$ cat config.mk
export PLATFORM = sky130hd
export DESIGN_NAME = core_mem_scheduler
export DESIGN_NICKNAME = d
export VERILOG_FILES = /design/src/rtl/core_mem_scheduler.sv
export SDC_FILE = /design/constraint.sdc
export NUM_CORES = 1
export LEC_CHECK = 0
export ABC_AREA = 1
export CAP_MARGIN = 20
export CORE_AREA = 2 2 211 213
export CTS_CLUSTER_SIZE = 25
export DETAILED_ROUTE_END_ITERATION = 16
export DIE_AREA = 0 0 213 215
export PLACE_DENSITY = 0.58
export SYNTH_ARGS = -nofsm -noshare
export SYNTH_HDL_FRONTEND = slang
export SYNTH_SLANG_ARGS = --single-unit
$ cat constraint.sdc
create_clock -name clk -period 2.2 [get_ports clk]
set_input_delay 0.55 -clock clk [delete_from_list [all_inputs] [get_ports clk]]
set_output_delay 0.55 -clock clk [all_outputs]
set_load 0.01 [all_outputs]
$ cat src/rtl/core_mem_scheduler.sv
// ---------------------------------------------------------------------------
// core_mem_scheduler
//
// Shares the single core-to-memory request channel between the instruction
// cache and the vector load/store unit (LSU). One requester is granted per
// cycle. The icache normally has priority. An LSU request that keeps losing is
// forced through after STARVE_LIMIT denied cycles. Each requester may have at
// most MAX_OUTSTANDING requests in flight. The winning request is registered
// onto mem_req. Registered memory responses are steered back to their owner by
// access_id[6].
//
// Request/response word layout (REQ_W bits, flat vector):
//   [0]       vld        qualifies the word
//   [8:1]     access_id  access_id[6] (bit 7) = 1 -> icache, 0 -> LSU
//   [REQ_W-1:9] payload  opaque; carried through unchanged
//
// Ports:
//   clk               core clock
//   reset             asynchronous, active-low reset
//   icache_mem_req    icache request
//   lsu_mem_req       LSU request
//   mem_stall         memory cannot accept a request this cycle
//   mem_rsp           memory response
//   grant             combinational one-hot grant (bit 0 icache, bit 1 LSU)
//   mem_req           registered request to memory
//   icache_mem_rsp    registered response to icache
//   lsu_mem_rsp       registered response to LSU
//   rsp_underflow     sticky: a response arrived for a requester with none outstanding
//   icache_grant_cnt  icache grant count (statistics)
//   lsu_grant_cnt     LSU grant count (statistics)
//   starve_cnt        count of forced-LSU priority switches (statistics)
//
// Build option:
//   CORE_MEM_SCHED_STATS_EN  when defined, the three statistics counters are
//                            built (saturating at 32'hFFFF_FFFF). When undefined
//                            they read as 0 and no counter flops exist.
// ---------------------------------------------------------------------------
module core_mem_scheduler #(
    parameter int STARVE_LIMIT    = 4,
    parameter int MAX_OUTSTANDING = 64,
    parameter int REQ_W           = 74
) (
    input  logic             clk,
    input  logic             reset,
    input  logic [REQ_W-1:0] icache_mem_req,
    input  logic [REQ_W-1:0] lsu_mem_req,
    input  logic             mem_stall,
    input  logic [REQ_W-1:0] mem_rsp,
    output logic [1:0]       grant,
    output logic [REQ_W-1:0] mem_req,
    output logic [REQ_W-1:0] icache_mem_rsp,
    output logic [REQ_W-1:0] lsu_mem_rsp,
    output logic             rsp_underflow,
    output logic [31:0]      icache_grant_cnt,
    output logic [31:0]      lsu_grant_cnt,
    output logic [31:0]      starve_cnt
);

    localparam int VLD_BIT   = 0;
    localparam int OWNER_BIT = 7;  // access_id[6]

    localparam int SW  = $clog2(STARVE_LIMIT + 1);
    localparam int OCW = $clog2(MAX_OUTSTANDING + 1);

    localparam logic [SW-1:0]  STARVE_TRIG = SW'(STARVE_LIMIT - 1);
    localparam logic [SW-1:0]  STARVE_MAX  = SW'(STARVE_LIMIT);
    localparam logic [OCW-1:0] OUT_MAX     = OCW'(MAX_OUTSTANDING);

    typedef enum logic [0:0] {
        PRIO_IC  = 1'b0,
        PRIO_LSU = 1'b1
    } state_t;

    state_t            state_q, state_d;
    logic [SW-1:0]     starve_q, starve_d;
    logic [OCW-1:0]    ic_out_cnt_q, ic_out_cnt_d;
    logic [OCW-1:0]    lsu_out_cnt_q, lsu_out_cnt_d;
    logic              rsp_underflow_q, rsp_underflow_d;
    logic [REQ_W-1:0]  mem_req_q, mem_req_d;
    logic [REQ_W-1:0]  icache_mem_rsp_q, icache_mem_rsp_d;
    logic [REQ_W-1:0]  lsu_mem_rsp_q, lsu_mem_rsp_d;

    logic ic_elig_s;
    logic lsu_elig_s;
    logic lsu_denied_s;
    logic rsp_to_ic_s;
    logic rsp_to_lsu_s;

    // Next value of an outstanding counter, packed as {underflow, count}.
    // Simultaneous increment and decrement cancel out; a decrement at zero
    // holds the count and reports underflow.
    function automatic logic [OCW:0] out_cnt_next(
        input logic [OCW-1:0] cnt,
        input logic           inc,
        input logic           dec
    );
        logic [OCW:0] res;
        if (inc && !dec) begin
            res = {1'b0, cnt + OCW'(1)};
        end else if (!inc && dec) begin
            if (cnt == OCW'(0)) begin
                res = {1'b1, cnt};
            end else begin
                res = {1'b0, cnt - OCW'(1)};
            end
        end else begin
            res = {1'b0, cnt};
        end
        return res;
    endfunction

    // Eligibility: valid, below the in-flight limit, memory not stalled, out of reset.
    always_comb begin
        ic_elig_s  = reset & icache_mem_req[VLD_BIT] & (ic_out_cnt_q < OUT_MAX) & ~mem_stall;
        lsu_elig_s = reset & lsu_mem_req[VLD_BIT] & (lsu_out_cnt_q < OUT_MAX) & ~mem_stall;
    end

    // FSM state register.
    always_ff @(posedge clk or negedge reset) begin
        if (!reset) begin
            state_q <= PRIO_IC;
        end else begin
            state_q <= state_d;
        end
    end

    // FSM next state: hand priority to LSU once it has been denied long enough,
    // and give it back after exactly one LSU grant.
    always_comb begin
        state_d = state_q;
        case (state_q)
            PRIO_IC: begin
                if (lsu_denied_s && (starve_q == STARVE_TRIG)) begin
                    state_d = PRIO_LSU;
                end else begin
                    state_d = PRIO_IC;
                end
            end
            PRIO_LSU: begin
                if (grant[1]) begin
                    state_d = PRIO_IC;
                end else begin
                    state_d = PRIO_LSU;
                end
            end
            default: state_d = PRIO_IC;
        endcase
    end

    // FSM output: one-hot grant; state only matters when both are eligible.
    always_comb begin
        grant = 2'b00;
        if (ic_elig_s && lsu_elig_s) begin
            if (state_q == PRIO_LSU) begin
                grant = 2'b10;
            end else begin
                grant = 2'b01;
            end
        end else if (ic_elig_s) begin
            grant = 2'b01;
        end else if (lsu_elig_s) begin
            grant = 2'b10;
        end else begin
            grant = 2'b00;
        end
        lsu_denied_s = lsu_elig_s & ~grant[1];
    end

    // Starvation counter. A stall freezes it so a stalled memory does not
    // erase the LSU's accumulated waiting time.
    always_comb begin
        starve_d = starve_q;
        if (mem_stall) begin
            starve_d = starve_q;
        end else if (lsu_denied_s) begin
            if (starve_q == STARVE_MAX) begin
                starve_d = starve_q;
            end else begin
                starve_d = starve_q + SW'(1);
            end
        end else begin
            starve_d = {SW{1'b0}};
        end
    end

    // Request capture, response steering and outstanding bookkeeping.
    always_comb begin
        rsp_to_ic_s  = mem_rsp[VLD_BIT] & mem_rsp[OWNER_BIT];
        rsp_to_lsu_s = mem_rsp[VLD_BIT] & ~mem_rsp[OWNER_BIT];

        case (grant)
            2'b01:   mem_req_d = icache_mem_req;
            2'b10:   mem_req_d = lsu_mem_req;
            default: mem_req_d = {REQ_W{1'b0}};
        endcase

        if (rsp_to_ic_s) begin
            icache_mem_rsp_d = mem_rsp;
            lsu_mem_rsp_d    = {REQ_W{1'b0}};
        end else if (rsp_to_lsu_s) begin
            icache_mem_rsp_d = {REQ_W{1'b0}};
            lsu_mem_rsp_d    = mem_rsp;
        end else begin
            icache_mem_rsp_d = {REQ_W{1'b0}};
            lsu_mem_rsp_d    = {REQ_W{1'b0}};
        end

        {rsp_underflow_d, ic_out_cnt_d} = out_cnt_next(ic_out_cnt_q, grant[0], rsp_to_ic_s);
        // Sticky: OR in the LSU underflow and the previous flag.
        begin
            logic [OCW:0] lsu_nxt;
            lsu_nxt         = out_cnt_next(lsu_out_cnt_q, grant[1], rsp_to_lsu_s);
            lsu_out_cnt_d   = lsu_nxt[OCW-1:0];
            rsp_underflow_d = rsp_underflow_q | rsp_underflow_d | lsu_nxt[OCW];
        end
    end

    // Datapath and bookkeeping registers.
    always_ff @(posedge clk or negedge reset) begin
        if (!reset) begin
            starve_q         <= {SW{1'b0}};
            ic_out_cnt_q     <= {OCW{1'b0}};
            lsu_out_cnt_q    <= {OCW{1'b0}};
            rsp_underflow_q  <= 1'b0;
            mem_req_q        <= {REQ_W{1'b0}};
            icache_mem_rsp_q <= {REQ_W{1'b0}};
            lsu_mem_rsp_q    <= {REQ_W{1'b0}};
        end else begin
            starve_q         <= starve_d;
            ic_out_cnt_q     <= ic_out_cnt_d;
            lsu_out_cnt_q    <= lsu_out_cnt_d;
            rsp_underflow_q  <= rsp_underflow_d;
            mem_req_q        <= mem_req_d;
            icache_mem_rsp_q <= icache_mem_rsp_d;
            lsu_mem_rsp_q    <= lsu_mem_rsp_d;
        end
    end

    assign mem_req        = mem_req_q;
    assign icache_mem_rsp = icache_mem_rsp_q;
    assign lsu_mem_rsp    = lsu_mem_rsp_q;
    assign rsp_underflow  = rsp_underflow_q;

`ifdef CORE_MEM_SCHED_STATS_EN
    logic [31:0] ic_gcnt_q, ic_gcnt_d;
    logic [31:0] lsu_gcnt_q, lsu_gcnt_d;
    logic [31:0] sw_cnt_q, sw_cnt_d;
    logic        to_lsu_s;

    // Saturating statistics counters.
    always_comb begin
        to_lsu_s = (state_q == PRIO_IC) && (state_d == PRIO_LSU);
        if (grant[0] && (ic_gcnt_q != 32'hFFFF_FFFF)) begin
            ic_gcnt_d = ic_gcnt_q + 32'd1;
        end else begin
            ic_gcnt_d = ic_gcnt_q;
        end
        if (grant[1] && (lsu_gcnt_q != 32'hFFFF_FFFF)) begin
            lsu_gcnt_d = lsu_gcnt_q + 32'd1;
        end else begin
            lsu_gcnt_d = lsu_gcnt_q;
        end
        if (to_lsu_s && (sw_cnt_q != 32'hFFFF_FFFF)) begin
            sw_cnt_d = sw_cnt_q + 32'd1;
        end else begin
            sw_cnt_d = sw_cnt_q;
        end
    end

    // Statistics registers.
    always_ff @(posedge clk or negedge reset) begin
        if (!reset) begin
            ic_gcnt_q  <= 32'd0;
            lsu_gcnt_q <= 32'd0;
            sw_cnt_q   <= 32'd0;
        end else begin
            ic_gcnt_q  <= ic_gcnt_d;
            lsu_gcnt_q <= lsu_gcnt_d;
            sw_cnt_q   <= sw_cnt_d;
        end
    end

    assign icache_grant_cnt = ic_gcnt_q;
    assign lsu_grant_cnt    = lsu_gcnt_q;
    assign starve_cnt       = sw_cnt_q;
`else
    assign icache_grant_cnt = 32'd0;
    assign lsu_grant_cnt    = 32'd0;
    assign starve_cnt       = 32'd0;
`endif

endmodule

==> flow_summary.yaml, run 1 <==
sta:
  slew_violations: 0
  finalHoldViolCount: 0
  final.setup.tns_ns: -0.01317
  rsz0062_at_grt: "true"
  max_freq_mhz: 451.8
  setup_viol: 1
  worstMarginPinSlew_ns: 0.9069
  slew_headroom: 0.3954
  clock-skew-final_ns: 0.01346
  post-route-period-util: 1.006
  fin_crit_ns: 2.213
  setup_ws_ns: -0.01317
pwr:
  finalPower_mw: 12.17
  peakVddDrop_v: 0.0005612
  power_density_nw_per_um2: 751.3
  p_leak_nw: 7.563
die:
  floorplan.rows: 77
  start_util: 0.2267
  die_y_um: 215
  io_pins: 546
  die_w_um: 213
  coreArea_um2: 43640
  dieArea_um2: 45800
cells_and_area:
  n_fill_cell: 4380
  nNetsFinal: 1791
  multi_input_area_um2: 2997
  n_antenna_cell: 0
  regArea_um2: 6006
  area.growth.synth_to_final_pct: 63.80
  final_cell_area_um2: 16200
  drive_gt1_frac: 0.09363
  stdcell_count: 2162
global_route:
  track_usage: 0.1357
  grt_max_degree: 144
  overflow: 0
  antenna_found_initial: 3
  met3_usage: 0.04136
  first_global_vias: 8184
  busiest_layer: "met2"
  met2_usage: 0.2444
  use_met1: 0.1529
  grt_pass1_wl_um: 47780
clock_network:
  root_buffer: "clkbuf_16"
  cts_buffers: 29
  clock-sinks: 240
  clock_path_buffers: 3
  clk_pin_slew_ns: 0.06
  cts_max_level: 1
  tritoncts: "built"
  clock_latency_ns: 0.56
routing:
  first_pass_iters: 5
  routed_via_density: 3.885
  vias: 8400
  wl_per_cell_um: 15.71
  drtIter0Drc: 633
  final_antenna_net_count: 0
  wl_um: 33960
  route.detailed.drc: 0
placement:
  dp.cells: 2094
  gp_congestion: 0.8371
  placed_area_um2: 15030
  portBuffers: 449
  hpwl_um: 24370
  place_ws_ns: -0.4522
logic_synthesis:
  synth_area_leaders: "dfrtp_1 61%, nand2_1 8.7%, buf_4 7.4%"
  yosysWarnings: 0
  synth_edf_count: 0
  synth.largest_area_cell: "dfrtp_1"
  postSynthAreaPerCell_um2: 9.403
  async_flop_share: 1.000
  synthTopCellsByCount: "240 x dfrtp_1, 229 x nand2_1, 170 x nor2_1"
  syn_area_um2: 9892
  synthDistinctLibCells: 30
  ys_seq_elements: 240
  syn_inst: 1052
  synth.most_common_cell: "dfrtp_1"
  yosysSeqAreaShare: 0.6071
  synth_top_area_share: 0.6071
  synthFlopType: "dfrtp_1"
setup_path:
  r2r-end: "mem_req[16]"
  cp-startpoint: "lsu_out_cnt_q[6]"
  critPathCaptureType: "primary output"
  worstSetupPathType: "reg2out"
  cp_max_fo: 3
  timing.rr.start: "lsu_out_cnt_q[6]"
  reg2reg_setup_slack_ns: 0.05
  worstPathArrival_ns: 1.66
  r2r_cells: 11
  critPathLaunchType: "register"
  crit_required_ns: 1.65
run_status:
  status: "complete, but fails checks"
  failed_checks: "setup timing"
flow_run:
  drv_cap: 0
min_path:
  hold_class: "in2async"
## worst max-delay path: stages (launching register included)
cell and delay [ns]:
dfrtp_1 0.44, nor3_4 0.25, inv_2 0.08, o21ai_2 0.15, inv_2 0.07, buf_6 0.12
## stage by stage
step,hold WS (ns),util
after floorplan,0.2544,-
after global placement,0.4748,0.3444
after detailed placement,0.4752,0.3444
after CTS,0.1074,0.3678
after global routing,0.1268,0.3713
final,0.09536,0.3713
## area by class of cell
type	count	share of cell area
Clock buffer	42	0.04903
Clock inverter	8	0.006950
Timing Repair Buffer	510	0.3168
Sequential cell	240	0.3707
Multi-Input combinational cell	659	0.1849
Inverter	111	0.02587
Tap cell	592	0.04571
## state kept, by name, indices dropped and copies added, names as in the netlist
signal          cells
rsp_underflow       1
starve_q            3
state_q             1
ic_out_cnt_q        7
lsu_mem_rsp        74
lsu_out_cnt_q       7
icache_mem_rsp     73
mem_req            74
## routing by layer
metal  vias to the layer above  routed length [um]
met5                         -                  45
met3                        58                3105
li1                       4005                   -
met4                         6                 928
met1                      3962               12970
met2                       369               16910
## cells by family after synthesis
logic type / Yosys count / synth area share
AOI/OAI and AO/OA: 87 / 0.04414
xor gates and xnor gates: 4 / 0.003542
adders and majority gates: 15 / 0.01897
buffers and inverters: 249 / 0.1356
DFF: 240 / 0.6071
other: 1 / 0.0003791
and+or+nand+nor: 456 / 0.1902
## cell usage in the layout, fill, tap and decap left out, types with 2 or more instances in the layout
cell type / count
dlygate4sd2_1: 2
nand2_4: 3
nand4_1: 12
buf_12: 11
ha_1: 12
clkbuf_1: 11
o21ai_0: 8
buf_6: 3
ha_4: 2
conb_1: 97
nor2_1: 170
inv_1: 103
clkbuf_8: 2
clkdlybuf4s50_1: 444
xnor2_1: 2
inv_2: 7
nor2_2: 6
nor2_4: 5
bufinv_16: 2
nand2_1: 225
xor2_1: 2
a21oi_1: 67
dfrtp_1: 240
clkinv_2: 3
clkbuf_16: 31
nand2_2: 6
buf_4: 45
a21oi_2: 9
nand3_1: 24
## power by group
group / internal (mW) / switching [mW] / total [mW]
Sequential: 4.66 / 0.232 / 4.89
Combinational: 1.26 / 1.42 / 2.67
Clock: 2.74 / 1.87 / 4.61
Total: 8.65 / 3.52 / 12.2
## worst max path at each step
stage | end | slack, ns | cells after the start
after floorplan | ic_out_cnt_q[4] | 0.08 | 11
after global placement | grant[0] | -0.45 | 7
after detailed placement | grant[0] | -0.45 | 7
after CTS | grant[0] | -0.03 | 5
after global routing | grant[0] | -0.08 | 5
final | grant[0] | -0.01 | 5
## repair_timing
| item | 4_1_cts | 5_1_grt |
|---|---|---|
| gates cloned | 0 | 4 |
| hold buffers | 1 | 0 |
| pin swaps | 3 | 9 |
| endpoints found under the setup margin | 2 | 85 |
| gates resized for setup | 15 | 18 |
| hold endpoints to repair | 1 | 0 |
| setup buffers | 13 | 1 |
No activity file was read; power rests on OpenSTA's default activity.
==> inputs of run 2 (changes only) <==
CTS_CLUSTER_SIZE = unset   (was 25)
==> results of run 2 <==
The final DEF is identical to that of run 1; final timing and power are the same.
